===== config.mk =====
export PLATFORM = sky130hd
export DESIGN_NAME = div_sequencer
export DESIGN_NICKNAME = d
export VERILOG_FILES = /design/src/rtl/cpu_pkg.sv /design/src/rtl/div_step.sv /design/src/rtl/div_sequencer.sv
export SDC_FILE = /design/constraint.sdc
export NUM_CORES = 1
export LEC_CHECK = 0
export ABC_CLOCK_PERIOD_IN_PS = 6300
export CAP_MARGIN = 20
export CORE_MARGIN = 5
export CORE_UTILIZATION = 40
export CTS_BUF_LIST = sky130_fd_sc_hd__clkbuf_4
export CTS_CLUSTER_DIAMETER = 40
export DETAILED_ROUTE_END_ITERATION = 6
export PLACE_DENSITY_LB_ADDON = 0.2
export SLEW_MARGIN = 40
export SYNTH_ARGS = -nofsm -noshare
export SYNTH_HDL_FRONTEND = slang
export SYNTH_SLANG_ARGS = --single-unit

===== constraint.sdc =====
create_clock -name clock -period 6.3 [get_ports clock]
set_input_delay 1.575 -clock clock [delete_from_list [all_inputs] [get_ports clock]]
set_output_delay 1.575 -clock clock [all_outputs]
set_load 0.02 [all_outputs]

===== src/rtl/cpu_pkg.sv =====
// Purpose: constants shared by the divider datapath: word width, HI/LO result
// field offsets and the divider FSM state encodings.
package cpu_pkg;

  localparam int unsigned WORD_W     = 32;

  // Result layout: remainder in the HI half, quotient in the LO half.
  localparam int unsigned RES_QUO_LO = 0;
  localparam int unsigned RES_REM_HI = WORD_W;

  localparam int unsigned DIV_STATE_W = 3;
  localparam logic [2:0] DIV_IDLE = 3'd0;
  localparam logic [2:0] DIV_CALC = 3'd1;
  localparam logic [2:0] DIV_SIGN = 3'd2;
  localparam logic [2:0] DIV_ZERO = 3'd3;
  localparam logic [2:0] DIV_DONE = 3'd4;

endpackage


===== src/rtl/div_step.sv =====
// Purpose: one combinational restoring-division iteration.
// Ports:
//   rem_i, quo_i : partial remainder and quotient/dividend shift register
//   dvs_i        : divisor magnitude
//   rem_o, quo_o : values after shifting left one bit and a trial subtract
module div_step
  import cpu_pkg::*;
#(
  parameter int unsigned WIDTH = WORD_W
) (
  input  logic [WIDTH-1:0] rem_i,
  input  logic [WIDTH-1:0] quo_i,
  input  logic [WIDTH-1:0] dvs_i,
  output logic [WIDTH-1:0] rem_o,
  output logic [WIDTH-1:0] quo_o
);

  logic [WIDTH:0] rem_ext;
  logic [WIDTH:0] trial;
  logic           take;

  // The shifted remainder needs WIDTH+1 bits because the divisor magnitude
  // can use the full unsigned range.
  always_comb begin
    rem_ext = {rem_i, quo_i[WIDTH-1]};
    trial   = rem_ext - {1'b0, dvs_i};
    take    = (rem_ext >= {1'b0, dvs_i});
    rem_o   = take ? WIDTH'(trial) : WIDTH'(rem_ext);
    quo_o   = {quo_i[WIDTH-2:0], take};
  end

endmodule


===== src/rtl/div_sequencer.sv =====
// Purpose: multi-cycle signed/unsigned integer divider (DIV/DIVU), one
// restoring step per clock, result returned as {remainder, quotient}.
// Ports:
//   clock, clear          : clock and synchronous active-high reset
//   start, signed_op      : request and signedness, sampled when not busy
//   dividend, divisor     : operands, sampled with an accepted start
//   busy, done            : operation in progress / one-cycle completion pulse
//   div_by_zero, result   : status and {remainder, quotient}, held until next start
module div_sequencer
  import cpu_pkg::*;
#(
  parameter int unsigned WIDTH = WORD_W
) (
  input  logic               clock,
  input  logic               clear,
  input  logic               start,
  input  logic               signed_op,
  input  logic [WIDTH-1:0]   dividend,
  input  logic [WIDTH-1:0]   divisor,
  output logic               busy,
  output logic               done,
  output logic               div_by_zero,
  output logic [2*WIDTH-1:0] result
);

  localparam int unsigned CNT_W = (WIDTH > 1) ? $clog2(WIDTH) : 1;

  logic [DIV_STATE_W-1:0] state_q, state_d;
  logic [CNT_W-1:0]       cnt_q, cnt_d;
  logic                   sop_q, sop_d;
  logic                   sa_q, sa_d;
  logic                   sb_q, sb_d;
  logic [WIDTH-1:0]       rem_q, rem_d;
  logic [WIDTH-1:0]       quo_q, quo_d;
  logic [WIDTH-1:0]       dvs_q, dvs_d;
  logic                   busy_q, busy_d;
  logic                   done_q, done_d;
  logic                   dbz_q, dbz_d;
  logic [2*WIDTH-1:0]     result_q, result_d;

  logic [WIDTH-1:0]       step_rem;
  logic [WIDTH-1:0]       step_quo;
  logic                   dvd_neg;
  logic                   dvs_neg;

  div_step #(.WIDTH(WIDTH)) u_step (
    .rem_i (rem_q),
    .quo_i (quo_q),
    .dvs_i (dvs_q),
    .rem_o (step_rem),
    .quo_o (step_quo)
  );

  // Next-state, datapath and output computation.
  always_comb begin
    state_d  = state_q;
    cnt_d    = cnt_q;
    sop_d    = sop_q;
    sa_d     = sa_q;
    sb_d     = sb_q;
    rem_d    = rem_q;
    quo_d    = quo_q;
    dvs_d    = dvs_q;
    dbz_d    = dbz_q;
    result_d = result_q;
    dvd_neg  = signed_op & dividend[WIDTH-1];
    dvs_neg  = signed_op & divisor[WIDTH-1];

    case (state_q)
      DIV_IDLE, DIV_DONE: begin
        if (start) begin
          sop_d   = signed_op;
          sa_d    = dividend[WIDTH-1];
          sb_d    = divisor[WIDTH-1];
          // Magnitudes are unsigned, so -2^(WIDTH-1) is representable.
          quo_d   = dvd_neg ? -dividend : dividend;
          dvs_d   = dvs_neg ? -divisor : divisor;
          rem_d   = '0;
          cnt_d   = '0;
          dbz_d   = 1'b0;
          state_d = (divisor == '0) ? DIV_ZERO : DIV_CALC;
        end else if (state_q == DIV_DONE) begin
          state_d = DIV_IDLE;
        end
      end
      DIV_CALC: begin
        rem_d = step_rem;
        quo_d = step_quo;
        cnt_d = cnt_q + CNT_W'(1);
        if (cnt_q == CNT_W'(WIDTH - 1)) state_d = DIV_SIGN;
      end
      DIV_SIGN: begin
        // Quotient sign is the XOR of operand signs; remainder follows dividend.
        result_d = {(sop_q & sa_q) ? -rem_q : rem_q,
                    (sop_q & (sa_q ^ sb_q)) ? -quo_q : quo_q};
        state_d  = DIV_DONE;
      end
      DIV_ZERO: begin
        // Undo the magnitude conversion to return the original dividend.
        result_d = {(sop_q & sa_q) ? -quo_q : quo_q, {WIDTH{1'b1}}};
        dbz_d    = 1'b1;
        state_d  = DIV_DONE;
      end
      default: state_d = DIV_IDLE;
    endcase

    busy_d = (state_d == DIV_CALC) || (state_d == DIV_SIGN) || (state_d == DIV_ZERO);
    done_d = (state_d == DIV_DONE);
  end

  // State and output registers.
  always_ff @(posedge clock) begin
    if (clear) begin
      state_q  <= DIV_IDLE;
      cnt_q    <= '0;
      sop_q    <= 1'b0;
      sa_q     <= 1'b0;
      sb_q     <= 1'b0;
      rem_q    <= '0;
      quo_q    <= '0;
      dvs_q    <= '0;
      busy_q   <= 1'b0;
      done_q   <= 1'b0;
      dbz_q    <= 1'b0;
      result_q <= '0;
    end else begin
      state_q  <= state_d;
      cnt_q    <= cnt_d;
      sop_q    <= sop_d;
      sa_q     <= sa_d;
      sb_q     <= sb_d;
      rem_q    <= rem_d;
      quo_q    <= quo_d;
      dvs_q    <= dvs_d;
      busy_q   <= busy_d;
      done_q   <= done_d;
      dbz_q    <= dbz_d;
      result_q <= result_d;
    end
  end

  assign busy        = busy_q;
  assign done        = done_q;
  assign div_by_zero = dbz_q;
  assign result      = result_q;

endmodule


==> flow_metrics.tcl <==
set metrics [dict create \
    outcome "complete, no violations" \
    synth_edf_count 0 \
    whs_path_depth 2 \
    min_period_ps 3780 \
    synth_simple_gate_area_share_pct 20.6 \
    vias 11028 \
    p_per_area_nw_per_um2 232 \
    synth_seq_area_share_pct 30.6 \
    antenna_left 0 \
    cts-root-buf "clkbuf_4" \
    fmax_ghz 0.265 \
    port_buffers 134 \
    synth_seq_cells 174 \
    synthArstFlopShare_pct 0 \
    post-cts-setup-buffers 0 \
    start_kind "input port" \
    critPathMaxFanout 5 \
    cts_repair_resize_count 0 \
    grt_max_degree 105 \
    avgSynthCellArea_um2 7.53 \
    ys.warnings.count 0 \
    fin_setup_tns_ps 0 \
    wl_met3_mm 2.44 \
    synth_mux_area_share_pct 1.60 \
    drtIter0Drc 920 \
    die_area_um2 31900 \
    wl_mm 35.5 \
    synthXorXnorAreaFrac_pct 12.2 \
    first_pass_iters 5 \
    synth_area_um2 11400 \
    crit_chain "clkdlybuf4s50_1, nor4_1, and4bb_2, nand4_1, nor4_1, nand2_1, o41ai_1, xnor2_1, nand2_1, a21oi_1" \
    dp_hpwl_mm 26.5 \
    vdd_drop_max_mv 0.156 \
    p_leak_uw 0.00488 \
    grt_pass1_vias 9991 \
    synth_nets 1620 \
    mostFrequentLayoutCell "nor2_1" \
    synth_top_family_by_area "compound AO/OA/AOI/OAI gates" \
    grt_use_total_pct 21.9 \
    placed_cells 1925 \
    synth_compound_area_share_pct 25.0 \
    final_hold_viol_count 0 \
    fin_skew_ps 25.0 \
    ys_types 70 \
    top_layer "met4" \
    cp-end-kind "flip-flop" \
    insertion_delay_ps 590 \
    path_buf_inv 1 \
    coreArea_um2 27900 \
    wl_met2_mm 15.6 \
    met1_length_mm 16.9 \
    cts_tree "yes" \
    drc 0 \
    rows 61 \
    numCtsBuffers 17 \
    area_growth_pct 15.8 \
    synth_cells 1513 \
    critPathKind "input port to flip-flop" \
    antenna_found_initial 1 \
    cp_slowest_cell "clkdlybuf4s50_1" \
    drv_cap 0 \
    critPathMaxStageDelay_ps 490 \
    die_w_um 179 \
    clock_path_buffers 2 \
    htree_num_levels 4 \
    clk_pin_slew_worst_paths_ps 170 \
    mostFrequentLayoutCells "nor2_1, dfxtp_1, nand2_1" \
    overflow 0 \
    worstPathArrival_ps 4320 \
    layoutNonFillerInstCount 1958 \
    io_pins 135 \
    worstMarginPinSlew_ps 838 \
    synthAdderAreaFrac_pct 4.35 \
    gp_routability_congestion 0.902 \
    timing.slew.headroom_pct 44.1 \
    setup_violations 0 \
    nNetsFinal 1673 \
    clock-sinks 174 \
    rsz0062_at_grt "no" \
    crit_family "simple AND/OR/NAND/NOR gates" \
    fin_crit_sh_pct 60.0 \
    drive_gt1_share_pct 5.19 \
    fillers 2822 \
    synth_ff_type "dfxtp_1" \
    cp.required_ps 6840 \
    cp_num_cells 10 \
    hp-class "flip-flop to flip-flop" \
    die_y_um 179 \
    via_per_inst 5.63 \
    start_util_pct 40.8 \
    wl_per_cell_um 18.1 \
    grt_pass1_wl_mm 55.7 \
    slew_violations 0 \
    cts_hold_buffers 0 \
    reg2regPathDepth 11 \
]
[synthesized netlist by cell type, drive strengths merged, types with 3 or more instances]
master	n	area (um^2)
nand4b	3	26.3
a211oi	45	338
nor2b	3	18.8
nor3	22	110
a22oi	35	263
a21oi	149	746
o31ai	19	153
mux2i	16	160
o211ai	17	128
ha	38	475
o21ai	104	521
or2	4	25.0
a31o	4	35.0
a21o	17	128
a221oi	4	35.0
xor2	72	631
inv	49	184
or3	25	173
buf	14	72.6
nand3b	3	26.3
o22ai	29	181
nor3b	5	42.5
nand2b	11	68.8
or4	12	97.6
nor2	181	679
xnor2	87	762
nand3	19	95.1
and3	19	124
nand2	157	592
o21bai	7	52.6
a311oi	8	70.1
and4bb	3	37.5
clkbuf	96	362
o21a	4	30.0
nand4	8	50.1
nor4	15	93.8
dfxtp	174	3480
and2	7	43.8
o41ai	8	70.1
[final cells by class]
| class | instances | area, um^2 | share of cell area (%) |
|---|---|---|---|
| repair buffers | 145 | 1430 | 10.8 |
| well taps | 378 | 473 | 3.59 |
| inverters | 50 | 188 | 1.42 |
| multi-input cells | 1178 | 7320 | 55.5 |
| diodes | 1 | 2.50 | 0.0190 |
| flip-flops and latches | 174 | 3480 | 26.4 |
| clock buffers | 19 | 143 | 1.08 |
| clock inverters | 13 | 151 | 1.15 |
[logic make-up (layout without fill, tap and decap cells)]
logic type,after synthesis,after routing
AND/OR/NAND/NOR,502,502
AO/OA/AOI/OAI,461,461
flip-flops,174,174
buffers and inverters,161,227
XOR/XNOR,159,159
adder cells (fa/ha/maj),39,39
multiplexers,17,17
other,0,1
[power by group]
part	internal [uW]	switching, uW	total (uW)
logic	471	646	1120
clock network	224	456	681
registers	1160	101	1260
[final timing paths]
kind                                   from    endpoint  slack [ps]
worst max-delay path            dividend[8]   quo_q[29]        2520
worst min-delay path             result[63]  result[63]         460
worst max register to register    rem_q[24]   rem_q[30]        2690
worst min register to register   result[63]  result[63]         460
[routing by layer]
| metal | GRT usage, % | vias up |
|---|---|---|
| met2 | 32.6 | 333 |
| met1 | 32.9 | 5208 |
| met3 | 3.92 | 27 |
| met4 | 4.86 | 0 |
| met5 | 0 | - |
| li1 | - | 5460 |
[stage by stage]
step	power, uW	setup slack, ps	hold slack, ps	util (%)	cell area [um^2]
floorplan	2080	2810	432	-	11400
global placement	2370	1890	441	46.1	12900
detailed placement	2380	1890	445	46.1	12900
CTS	3060	2510	466	47.2	13200
global route	3240	2320	481	47.2	13200
finish	3060	2520	461	47.2	13200
[state kept, by name, summed over array words and instances (netlist names)]
| name | flops |
|---|---|
| result | 64 |
| dvs_q | 32 |
| sa_q | 1 |
| cnt_q | 5 |
| div_by_zero | 1 |
| state_q | 3 |
| rem_q | 32 |
| sop_q | 1 |
| busy | 1 |
| sb_q | 1 |
| quo_q | 32 |
| done | 1 |
[worst min-delay path, stage by stage (launching register included)]
cell	delay, ps
dfxtp_1	340
nand2_1	50
a21oi_1	50
No activity file was read; power rests on OpenSTA's default activity.
